File: config.mk
export PLATFORM = sky130hd
export DESIGN_NAME = vend_controller_flat
export DESIGN_NICKNAME = d
export VERILOG_FILES = /design/src/rtl/vend_if.sv /design/src/rtl/vend_controller.sv /design/src/flat_wrapper.sv
export SDC_FILE = /design/constraint.sdc
export NUM_CORES = 1
export LEC_CHECK = 0
export ABC_AREA = 1
export BUFFER_PORTS_ARGS = -buffer_cell sky130_fd_sc_hd__buf_2
export CAP_MARGIN = 20
export CORE_UTILIZATION = 50
export DETAILED_ROUTE_END_ITERATION = 8
export HOLD_SLACK_MARGIN = 0.05
export PLACE_DENSITY = 0.7
export SYNTH_ARGS = -nofsm -noshare
export SYNTH_HDL_FRONTEND = slang
export SYNTH_SLANG_ARGS = --single-unit
File: constraint.sdc
create_clock -name clock -period 5.25 [get_ports clock]
set_input_delay 0.525 -clock clock [delete_from_list [all_inputs] [get_ports clock]]
set_output_delay 0.525 -clock clock [all_outputs]
set_load 0.02 [all_outputs]
File: src/rtl/vend_if.sv
// vend_if: controller <-> money-input/dispenser signal bundle; master = controller side.
// The cancel wire exists only when CANCEL_EN is defined.
interface vend_if;
  logic [15:0] total;
  logic select_valid;
  logic [1:0] select_id;
  logic [3:0] stock_empty;
  logic dispense_req;
  logic [1:0] dispense_id;
  logic dispense_ack;
  logic coin_valid;
  logic [3:0] coin_type;
  logic coin_ready;
  logic credit_clear;
  logic busy;
  logic [3:0] error;
`ifdef CANCEL_EN
  logic cancel;
  modport master (
    input total, select_valid, select_id, stock_empty, dispense_ack, coin_ready, cancel,
    output dispense_req, dispense_id, coin_valid, coin_type, credit_clear, busy, error
  );
  modport slave (
    output total, select_valid, select_id, stock_empty, dispense_ack, coin_ready, cancel,
    input dispense_req, dispense_id, coin_valid, coin_type, credit_clear, busy, error
  );
`else
  modport master (
    input total, select_valid, select_id, stock_empty, dispense_ack, coin_ready,
    output dispense_req, dispense_id, coin_valid, coin_type, credit_clear, busy, error
  );
  modport slave (
    output total, select_valid, select_id, stock_empty, dispense_ack, coin_ready,
    input dispense_req, dispense_id, coin_valid, coin_type, credit_clear, busy, error
  );
`endif
endinterface

File: src/rtl/vend_controller.sv
// vend_controller: select check, dispense handshake, greedy change payout, credit clear.
// Define CANCEL_EN to add a cancel input that refunds the full credit from IDLE.
module vend_controller #(
  parameter int NUM_PRODUCTS = 4,
  parameter logic [15:0] PRICE0 = 16'd1500,
  parameter logic [15:0] PRICE1 = 16'd2000,
  parameter logic [15:0] PRICE2 = 16'd3500,
  parameter logic [15:0] PRICE3 = 16'd5000,
  parameter int TIMEOUT = 255
) (
  input logic clock,
  input logic reset,
  vend_if.master bus
);
  localparam int TW = $clog2(TIMEOUT + 1);
  typedef enum logic [2:0] {IDLE, CHECK, VEND, CHANGE, DONE} state_t;
  state_t state, state_d;
  logic [15:0] rem, rem_d, price, price_d, coin_val;
  logic [TW-1:0] timer, timer_d;
  logic [1:0] id, id_d;
  logic [3:0] err, err_d, coin;
  logic cancel_go;
`ifdef CANCEL_EN
  assign cancel_go = bus.cancel && bus.total != 16'd0;
`else
  assign cancel_go = 1'b0;
`endif
  function automatic logic [15:0] price_of(input logic [1:0] i);
    return i == 2'd0 ? PRICE0 : i == 2'd1 ? PRICE1 : i == 2'd2 ? PRICE2 : PRICE3;
  endfunction
  // Largest coin not exceeding the remainder; 500 is the floor once rem >= 500.
  assign coin = rem >= 16'd5000 ? 4'b1000 : rem >= 16'd2000 ? 4'b0100 : rem >= 16'd1000 ? 4'b0010 : 4'b0001;
  assign coin_val = coin[3] ? 16'd5000 : coin[2] ? 16'd2000 : coin[1] ? 16'd1000 : 16'd500;
  assign bus.busy = state != IDLE;
  assign bus.error = err;
  always_comb begin
    state_d = state;
    rem_d = rem;
    timer_d = timer;
    id_d = id;
    price_d = price;
    err_d = err;
    bus.dispense_req = 1'b0;
    bus.dispense_id = 2'd0;
    bus.coin_valid = 1'b0;
    bus.coin_type = 4'd0;
    bus.credit_clear = 1'b0;
    case (state)
      IDLE:
        if (bus.select_valid) begin
          id_d = bus.select_id;
          price_d = price_of(bus.select_id);
          err_d = 4'd0;
          state_d = CHECK;
        end else if (cancel_go) begin
          rem_d = bus.total;
          state_d = CHANGE;
        end
      CHECK:
        if (int'(id) >= NUM_PRODUCTS) begin
          err_d = 4'b0100;
          state_d = IDLE;
        end else if (bus.stock_empty[id]) begin
          err_d = 4'b0010;
          state_d = IDLE;
        end else if (bus.total < price) begin
          err_d = 4'b0001;
          state_d = IDLE;
        end else begin
          rem_d = bus.total - price;
          timer_d = '0;
          state_d = VEND;
        end
      VEND: begin
        bus.dispense_req = 1'b1;
        bus.dispense_id = id;
        if (bus.dispense_ack) state_d = CHANGE;
        else if (timer == TW'(TIMEOUT - 1)) begin
          err_d = 4'b1000;
          state_d = IDLE;
        end else timer_d = timer + 1'b1;
      end
      CHANGE: begin
        bus.coin_valid = rem >= 16'd500;
        bus.coin_type = bus.coin_valid ? coin : 4'd0;
        if (!bus.coin_valid) state_d = DONE;
        else if (bus.coin_ready) rem_d = rem - coin_val;
      end
      DONE: begin
        bus.credit_clear = 1'b1;
        rem_d = 16'd0;
        state_d = IDLE;
      end
      default: state_d = IDLE;
    endcase
  end
  always_ff @(posedge clock or negedge reset)
    if (!reset) begin
      state <= IDLE;
      rem <= '0;
      timer <= '0;
      id <= '0;
      price <= '0;
      err <= '0;
    end else begin
      state <= state_d;
      rem <= rem_d;
      timer <= timer_d;
      id <= id_d;
      price <= price_d;
      err <= err_d;
    end
endmodule

File: src/flat_wrapper.sv
// flat-port wrapper written by rule: the top's interface ports become plain ports
module vend_controller_flat 
#(
  parameter int NUM_PRODUCTS = 4,
  parameter logic [15:0] PRICE0 = 16'd1500,
  parameter logic [15:0] PRICE1 = 16'd2000,
  parameter logic [15:0] PRICE2 = 16'd3500,
  parameter logic [15:0] PRICE3 = 16'd5000,
  parameter int TIMEOUT = 255
)
  (clock, reset, bus_total, bus_select_valid, bus_select_id, bus_stock_empty, bus_dispense_ack, bus_coin_ready, bus_dispense_req, bus_dispense_id, bus_coin_valid, bus_coin_type, bus_credit_clear, bus_busy, bus_error);
  vend_if bus_i ();
  input logic clock;
  input logic reset;
  input wire logic [$bits(bus_i.total)-1:0] bus_total;
  input wire logic [$bits(bus_i.select_valid)-1:0] bus_select_valid;
  input wire logic [$bits(bus_i.select_id)-1:0] bus_select_id;
  input wire logic [$bits(bus_i.stock_empty)-1:0] bus_stock_empty;
  input wire logic [$bits(bus_i.dispense_ack)-1:0] bus_dispense_ack;
  input wire logic [$bits(bus_i.coin_ready)-1:0] bus_coin_ready;
  output wire logic [$bits(bus_i.dispense_req)-1:0] bus_dispense_req;
  output wire logic [$bits(bus_i.dispense_id)-1:0] bus_dispense_id;
  output wire logic [$bits(bus_i.coin_valid)-1:0] bus_coin_valid;
  output wire logic [$bits(bus_i.coin_type)-1:0] bus_coin_type;
  output wire logic [$bits(bus_i.credit_clear)-1:0] bus_credit_clear;
  output wire logic [$bits(bus_i.busy)-1:0] bus_busy;
  output wire logic [$bits(bus_i.error)-1:0] bus_error;
  assign bus_i.total = bus_total;
  assign bus_i.select_valid = bus_select_valid;
  assign bus_i.select_id = bus_select_id;
  assign bus_i.stock_empty = bus_stock_empty;
  assign bus_i.dispense_ack = bus_dispense_ack;
  assign bus_i.coin_ready = bus_coin_ready;
  assign bus_dispense_req = bus_i.dispense_req;
  assign bus_dispense_id = bus_i.dispense_id;
  assign bus_coin_valid = bus_i.coin_valid;
  assign bus_coin_type = bus_i.coin_type;
  assign bus_credit_clear = bus_i.credit_clear;
  assign bus_busy = bus_i.busy;
  assign bus_error = bus_i.error;
  vend_controller #(.NUM_PRODUCTS(NUM_PRODUCTS), .PRICE0(PRICE0), .PRICE1(PRICE1), .PRICE2(PRICE2), .PRICE3(PRICE3), .TIMEOUT(TIMEOUT)) u_core (.clock(clock), .reset(reset), .bus(bus_i));
endmodule
==> results of run 1 <==
-- stage by stage --
step,power (uW),utilization (%),area [um2]
after floorplan,1823,-,3545
after global placement,2116,55.33,3780
after detailed placement,2153,55.33,3780
after CTS,2472,57.34,3918
after global routing,2747,57.34,3918
final,2468,57.34,3918
-- state kept, by name (all words and copies together), names as in the netlist --
| signal | cells |
|---|---|
| u_core.rem | 14 |
| u_core.bus.error | 3 |
| u_core.id | 2 |
| u_core.price | 8 |
| u_core.timer | 8 |
| u_core.state | 3 |
-- critical path: cells and delay by family (launching register included) --
family                   cells  cell delay [ns]
AND/OR/NAND/NOR             11             1.38
adder cells (fa/ha/maj)      2             0.57
flip-flops                   1             0.42
AO/OA/AOI/OAI                1             0.26
buffers and inverters        2             0.18
-- routing by layer --
| metal | track usage [%] | part of all wire, % |
|---|---|---|
| met4 | 7.424 | 1.3 |
| met3 | 2.952 | 4.1 |
| met2 | 41.63 | 45 |
| met1 | 33.85 | 49 |
| met5 | 0 | 0 |
-- synth_stat cells (all sizes together) --
library cell / count
o21ai: 25
nor2: 57
nand2: 210
o21bai: 1
nand4: 9
xor2: 3
nor3: 5
or2: 6
xnor2: 2
a22oi: 1
inv: 95
buf: 9
o22ai: 3
o21a: 1
a21oi: 17
nand3: 58
and2: 1
ha: 21
a21boi: 1
nand3b: 3
and3b: 1
dfrtp: 38
clkbuf: 1
a31oi: 1
o32ai: 1
fa: 2
conb: 1
-- logic make-up (layout without fill, tap and decap cells) --
kind of cell    count (synthesis)  after routing  synth area share, %
compound gates                 51             51                8.578
xor+xnor                        5              5                1.236
fa+ha+maj                      23             23                8.542
buf+inv                       105            140                12.11
flops                          38             38                26.83
other cells                     1              1               0.1058
simple gates                  350            350                42.61
-- how the worst min path moves through the flow --
stage,endpoint,slack [ns],cells past startpoint
finish,u_core.bus.error[3]$_DFFE_PN0P_,0.36,1
floorplan,u_core.bus.error[0]$_DFFE_PN0P_,0.23,0
CTS,u_core.rem[12]$_DFFE_PN0P_,0.38,1
global route,u_core.price[11]$_DFFE_PN0P_,0.41,2
detailed placement,u_core.bus.error[0]$_DFFE_PN0P_,0.45,2
global placement,u_core.bus.error[0]$_DFFE_PN0P_,0.45,2
-- power groups by stage --
stage	sequential [uW]	clock, uW	combinational, uW
after floorplan	488	0	1340
after global placement	518	0	1600
after detailed placement	524	0	1630
after CTS	519	314	1640
after global routing	536	328	1880
final	520	307	1640
-- area by class of cell --
cell class                 count  area share (%)
multi-input combinational    430           55.25
sequential                    38           24.27
inverter                      95           9.166
timing repair buffer          37           4.727
tap                           96           3.066
clock buffer                   5           1.757
clock inverter                 3           1.757
==> results by group, run 1 <==
Clock tree
  • Clk buf depth: 2
  • Resized cells post-CTS: 0
  • Hold-fix buffers, CTS: 0
  • Clk sinks: 38
  • Root Driver: clkbuf_8
  • Clock-pin slew on the worst setup and hold paths: 0.08 ns
  • Post-CTS Setup Bufs: 0
  • Total CTS buffers: 5
  • Worst-Skew Late Latency: about 0.30 ns
  • CTS H-tree depth: 2
  • CTS tree: built

Floorplan
  • Die X: ~86 um
  • Initial Utilization: around half
  • Die ar.: 7430 um2
  • Core box area: between 6000 and 7000 um2
  • Die Span Y: about 86 um
  • # rows: 30
  • Num ports: between 40 and 50

Synth
  • Cells after Synth: 573
  • Register area share after synthesis: 26.83%
  • Dominant cells by area after synthesis: dfrtp_1 (27%), nand2_1 (22%), inv_1 (9.7%)
  • YS warnings: 0
  • Yosys top cell area share: ~27%
  • Syn Area/Cell: just over 6 um2
  • Synthesized flop and latch total: 38
  • Unique cell type count in the Yosys netlist: 40
  • Syn_nets: just over 600
  • Post-synthesis cell area: ~3500 um2
  • Area leader, netlist: dfrtp_1

Detailed routing
  • Routed wire length: roughly 8500 um
  • Initial DRC count: about 150
  • Post-route ant nets: 0
  • # DRC: 0
  • Routed WL per cell: around 12 um
  • Via count: 3531
  • Pre-antenna DRT Iters: 5
  • Vias per cell: about 5.0

Final layout
  • Most frequent cells in the layout: nand2_1 (208), inv_1 (92), nand3_1 (54)
  • # diodes: 0
  • Register area: roughly 950 um2
  • # fillers: approximately 710
  • Most common cell after layout, fill and taps aside: nand2_1
  • Multi-input logic area: 2165 um2
  • Share of layout cells above drive strength 1: between 10 and 15%
  • Layout Cells excl Fill: between 700 and 800
  • Area Growth Syn to Fin: 10.52%
  • Fin nets: 657

Timing
  • Final hold vios: 0
  • Worst clock skew: roughly 0.0055 ns
  • Fmax: roughly 0.35 GHz
  • Final min period: about 2.9 ns
  • RSZ-0062 raised after global routing: no
  • Post-route setup slack: 2.390 ns
  • Measured slew at the worst slew-check pin: roughly 0.91 ns
  • Final setup vio count: 0
  • Crit share post-route: a little over half
  • Setup TNS: 0 ns
  • Slew Limit Fails: 0
  • Worst hold margin: 0.3558 ns
  • Slew headroom: between 30 and 40%

Power
  • Psw: 1322 uW
  • Pleak: between 0.002 and 0.0025 uW
  • Sw frac: 53.57%
  • Int Pwr: between 1000 and 1500 uW
  • Clock share of power: 12.4%
  • VDD IR max: 0.0002322 V
  • Combinational power share: approximately two thirds
  • Pwr dens: 629.9 nW/um2
  • Flop pwr share: between 20% and 30%

Worst setup path
  • CP required: approximately 5.5 ns
  • Slowest cell on crit path: fa_1
  • CP Capture Type: flip-flop
  • Worst-path maximum fanout: 5
  • Worst R2R End: u_core.rem[10]$_DFFE_PN0P_
  • Startpoint types: flip-flop
  • Critical path, cell by cell: nor2_1 > nand3_1 > nor2_1 > nand2_1 > inv_1 > ha_1 > inv_1 > fa_1 > nand3_1 > nand3_1 > a21oi_1 > or2_2 > nand3_1 > nand2_1 > nand2_1 > nand2_1
  • Worst Setup Path Type: reg2reg
  • R2R depth: 16
  • Worst Setup SP: u_core.rem[14]$_DFFE_PN0P_
  • Crit path to: u_core.rem[10]$_DFFE_PN0P_
  • R2r startpoint: u_core.rem[14]$_DFFE_PN0P_
  • Slowest stage delay, CP: about 0.43 ns
  • Arrival time worst endpoint: approximately 3.1 ns
  • R2r setup slk: 2.39 ns

GRT
  • Vias in the first global route: 3269
  • Tot GR Track Use: 24.89%
  • Initial antenna violation count: 0
  • Total gr overflow: 0
  • First-pass GRT wire length: between 10000 and 15000 um
  • Largest net degree at the start of global routing: 39

Placement
  • Place WS: between 2 and 2.5 ns
  • Routability Congestion: 0.9307
  • Placed Cells: between 600 and 700
  • I/O Buffers: 37
  • Sum of net half-perimeters after detailed placement: a little under 7000 um

Status
  • Status: completed

Worst hold path
  • Worst min path class: in2async

Flow run
  • Max_cap viols: 0
No activity file was read; power rests on OpenSTA's default activity.
==> run 2, diff against run 1 <==
--- a/config.mk
+++ b/config.mk
@@ -11,7 +11,7 @@
 export CORE_UTILIZATION = 50
 export DETAILED_ROUTE_END_ITERATION = 8
 export HOLD_SLACK_MARGIN = 0.05
-export PLACE_DENSITY = 0.7
+export PLACE_DENSITY = 0.73
 export SYNTH_ARGS = -nofsm -noshare
 export SYNTH_HDL_FRONTEND = slang
 export SYNTH_SLANG_ARGS = --single-unit
==> constraint.sdc (replaced) <==
create_clock -name clock -period 2.55 [get_ports clock]
set_input_delay 0.255 -clock clock [delete_from_list [all_inputs] [get_ports clock]]
set_output_delay 0.255 -clock clock [all_outputs]
set_load 0.02 [all_outputs]
==> run 2 against run 1 <==
Hold slack lost 0.29 ns. Via count grew 6.0%. Highest routed layer unchanged. Clock skew grew 0.0024 ns. Flip-flop and latch count is the same. Largest power group unchanged. Critical endpoint is now u_core.rem[5]$_DFFE_PN0P_. Power grew 130%. Non-clock buffer count grew 22. Maximum frequency grew 19%.
==> results by group, run 2 (synthesis gave the netlist of run 1 again) <==
Status
  • Status: completed (unchanged)

Flow run
  • Max_cap viols: 0 (unchanged)

Placement
  • Place WS: -0.03178 ns (was 2.410 ns)
  • Placed cell areas: 3923 um2 (was 3780 um2)
  • Routability Congestion: 0.9728 (was 0.9307)
  • Placed Cells: 715 (was 696)
  • I/O Buffers: 37 (unchanged)
  • Sum of net half-perimeters after detailed placement: 6917 um (was 6793 um)

Detailed routing
  • Vias per cell: 5.156 (was 5.016)
  • Via count: 3743 (was 3531)
  • Pre-antenna DRT Iters: 5 (unchanged)
  • Post-route ant nets: 0 (unchanged)
  • Routed wire length: 8952 um (was 8470 um)
  • Routed WL per cell: 12.33 um (was 12.03 um)
  • # DRC: 0 (unchanged)
  • Initial DRC count: 192 (was 147)

Clock tree
  • Worst-Skew Late Latency: 0.30 ns (about the same)
  • Clk sinks: 38 (unchanged)
  • CTS H-tree depth: 2 (unchanged)
  • CTS tree: built (unchanged)
  • Root Driver: clkbuf_8 (unchanged)
  • Clk buf depth: 2 (unchanged)
  • Total CTS buffers: 5 (unchanged)
  • Clock-pin slew on the worst setup and hold paths: 0.08 ns (about the same)

Worst setup path
  • Worst-path maximum fanout: 5 (unchanged)
  • CP required: 2.74 ns (was 5.49 ns)
  • Arrival time worst endpoint: 2.59 ns (was 3.10 ns)
  • Cell family with most CP delay: simple AND/OR/NAND/NOR gates (unchanged)
  • Critical path, cell by cell: nand2_1 > nor2_1 > o21ai_1 > nand2_1 > nand2_4 > nand2_2 > inv_2 > ha_1 > nand3_1 > nand3_2 > or2_2 > nand3_1 > nand2_1 > nand2_1 > nand2_1 (was nor2_1 > nand3_1 > nor2_1 > nand2_1 > inv_1 > ha_1 > inv_1 > fa_1 > nand3_1 > nand3_1 > a21oi_1 > or2_2 > nand3_1 > nand2_1 > nand2_1 > nand2_1)
  • Cell mode on critical path: nand2_1
  • Slowest stage delay, CP: 0.40 ns (was 0.43 ns)
  • CP Capture Type: flip-flop (unchanged)
  • Worst Setup Path Type: reg2reg (unchanged)
  • Worst path bufs/invs: 1 (was 2)
  • Slowest cell on crit path: dfrtp_1 (was fa_1)
  • Startpoint types: flip-flop (unchanged)

Floorplan
  • Initial Utilization: 51.89% (unchanged)
  • Die X: 86.20 um (unchanged)
  • Num ports: 41 (unchanged)
  • Core box area: 6832 um2 (unchanged)
  • # rows: 30 (unchanged)
  • Die ar.: 7430 um2 (unchanged)
  • Die Span Y: 86.20 um (unchanged)

Timing
  • Final setup vio count: 0 (unchanged)
  • Post-route setup slack: 0.1509 ns (was 2.390 ns)
  • Slew headroom: 41.66% (was 39.26%)
  • Worst clock skew: 0.007849 ns (was 0.005456 ns)
  • Crit share post-route: 94.08% (was 54.48%)
  • Final min period: 2.399 ns (was 2.860 ns)
  • Slew Limit Fails: 0 (unchanged)
  • Fmax: 0.4168 GHz (was 0.3496 GHz)
  • Measured slew at the worst slew-check pin: 0.8750 ns (was 0.9111 ns)
  • Final hold vios: 0 (unchanged)

GRT
  • Largest net degree at the start of global routing: 39 (unchanged)
  • Met2 usage: 41.41% (was 41.63%)
  • Initial antenna violation count: 0 (unchanged)
  • Busiest grt layer: met2 (unchanged)
  • Vias in the first global route: 3358 (was 3269)
  • Total gr overflow: 0 (unchanged)
  • First-pass GRT wire length: 14890 um (was 14680 um)
  • Met1 GRT Util: 34.38% (was 33.85%)
  • GRT met3 Usage: 3.619% (was 2.952%)
  • Tot GR Track Use: 25.25% (was 24.89%)

Final layout
  • Share of layout cells above drive strength 1: 18.41% (was 12.01%)
  • Area Growth Syn to Fin: 18.64% (was 10.52%)
  • Post-layout util: 61.56% (was 57.34%)
  • Max FFs per register: 14 (unchanged)
  • Most frequent cells in the layout: nand2_1 (203), inv_1 (91), nand3_1 (49), nor2_1 (49), dfrtp_1 (38) (was nand2_1 (208), inv_1 (92), nand3_1 (54))
  • Biggest register: u_core.rem (unchanged)
  • Most common cell after layout, fill and taps aside: nand2_1 (unchanged)
  • # diodes: 0 (unchanged)
  • Largest regs: u_core.rem (14), u_core.price (8), u_core.timer (8) (unchanged)
  • # fillers: 659 (was 712)
  • Register area: 950.9 um2 (unchanged)
  • Post-route cell area: 4205 um2 (was 3918 um2)
  • Layout Cells excl Fill: 726 (was 704)
  • Multi-input logic area: 2282 um2 (was 2165 um2)
  • Fin nets: 679 (was 657)

Power
  • Pwr dens: 1348 nW/um2 (was 629.9 nW/um2)
  • Total power: 5670 uW (was 2468 uW)
  • VDD IR max: 0.0006534 V (was 0.0002322 V)
  • Pleak: 0.002352 uW (was 0.002226 uW)

Worst hold path
  • Worst min path class: in2async (unchanged)
==> run 2: cell types whose count changed in the layout (fill, tap and decap cells not counted), moves of 2 or more <==
cell / delta
nand2_2: +4
nand3_2: +4
nor2_1: -4
nor2_2: +2
ha_4: +3
a21oi_2: +2
ha_1: -3
buf_4: +22
nand3_1: -5
nand2_1: -5
a21oi_1: -2
nor2_4: +2
==> run 2: path summary, 6_finish.rpt <==
path / depth (start not counted) / start / end / slack, ns
max: 15 / u_core.rem[9]$_DFFE_PN0P_ / u_core.rem[5]$_DFFE_PN0P_ / 0.15
min: 1 / reset / u_core.bus.error[1]$_DFFE_PN0P_ / 0.07
max reg2reg: 15 / u_core.rem[9]$_DFFE_PN0P_ / u_core.rem[5]$_DFFE_PN0P_ / 0.15
min reg2reg: 2 / u_core.bus.error[0]$_DFFE_PN0P_ / u_core.bus.error[0]$_DFFE_PN0P_ / 0.48
max in group asynchronous: 1 / reset / u_core.id[0]$_DFFE_PN0P_ / 1.93
min in group clock: 2 / bus_select_id[1] / u_core.price[10]$_DFFE_PN0P_ / 0.15
==> run 2: metrics by stage <==
step	hold slack [ns]	setup TNS [ns]
final	0.06772	0
after floorplan	-0.04059	0
after CTS	0.1061	0
after global placement	0.4313	0
after global routing	0.1470	-0.05000
after detailed placement	0.4229	-0.06221
==> run 2: area by class of cell <==
type,count,area share (%)
clock inverter,2,1.428
sequential,38,22.61
timing repair buffer,59,8.331
tap,96,2.856
clock buffer,6,1.964
inverter,95,8.539
multi-input combinational,430,54.27
==> run 2: where the power goes <==
| group | leakage [uW] | total (uW) | switching (uW) | internal (uW) |
|---|---|---|---|---|
| clock network | 0.0000714 | 649 | 232 | 418 |
| logic | 0.00180 | 4010 | 2540 | 1470 |
| registers | 0.000476 | 1010 | 168 | 842 |
==> run 2: layer usage <==
| layer | wire (um) | share of wire, % |
|---|---|---|
| met1 | 4259 | 48 |
| met3 | 393 | 4.4 |
| met5 | 0 | 0 |
| met2 | 4142 | 46 |
| met4 | 157 | 1.8 |
==> run 2: timing repair <==
item,CTS,global route
setup endpoints to repair,7,12
gates resized for setup,2,24
hold buffers,0,0
setup buffers,0,3
pin swaps,0,5
==> run 2: worst reg2reg max path, delay by kind of cell, from the launching register on <==
family                     cells  cell delay (ns)
AOI/OAI and AO/OA              1             0.22
adders and majority gates      1             0.24
buffers and inverters          1             0.08
DFF                            1             0.40
and+or+nand+nor               12             1.36
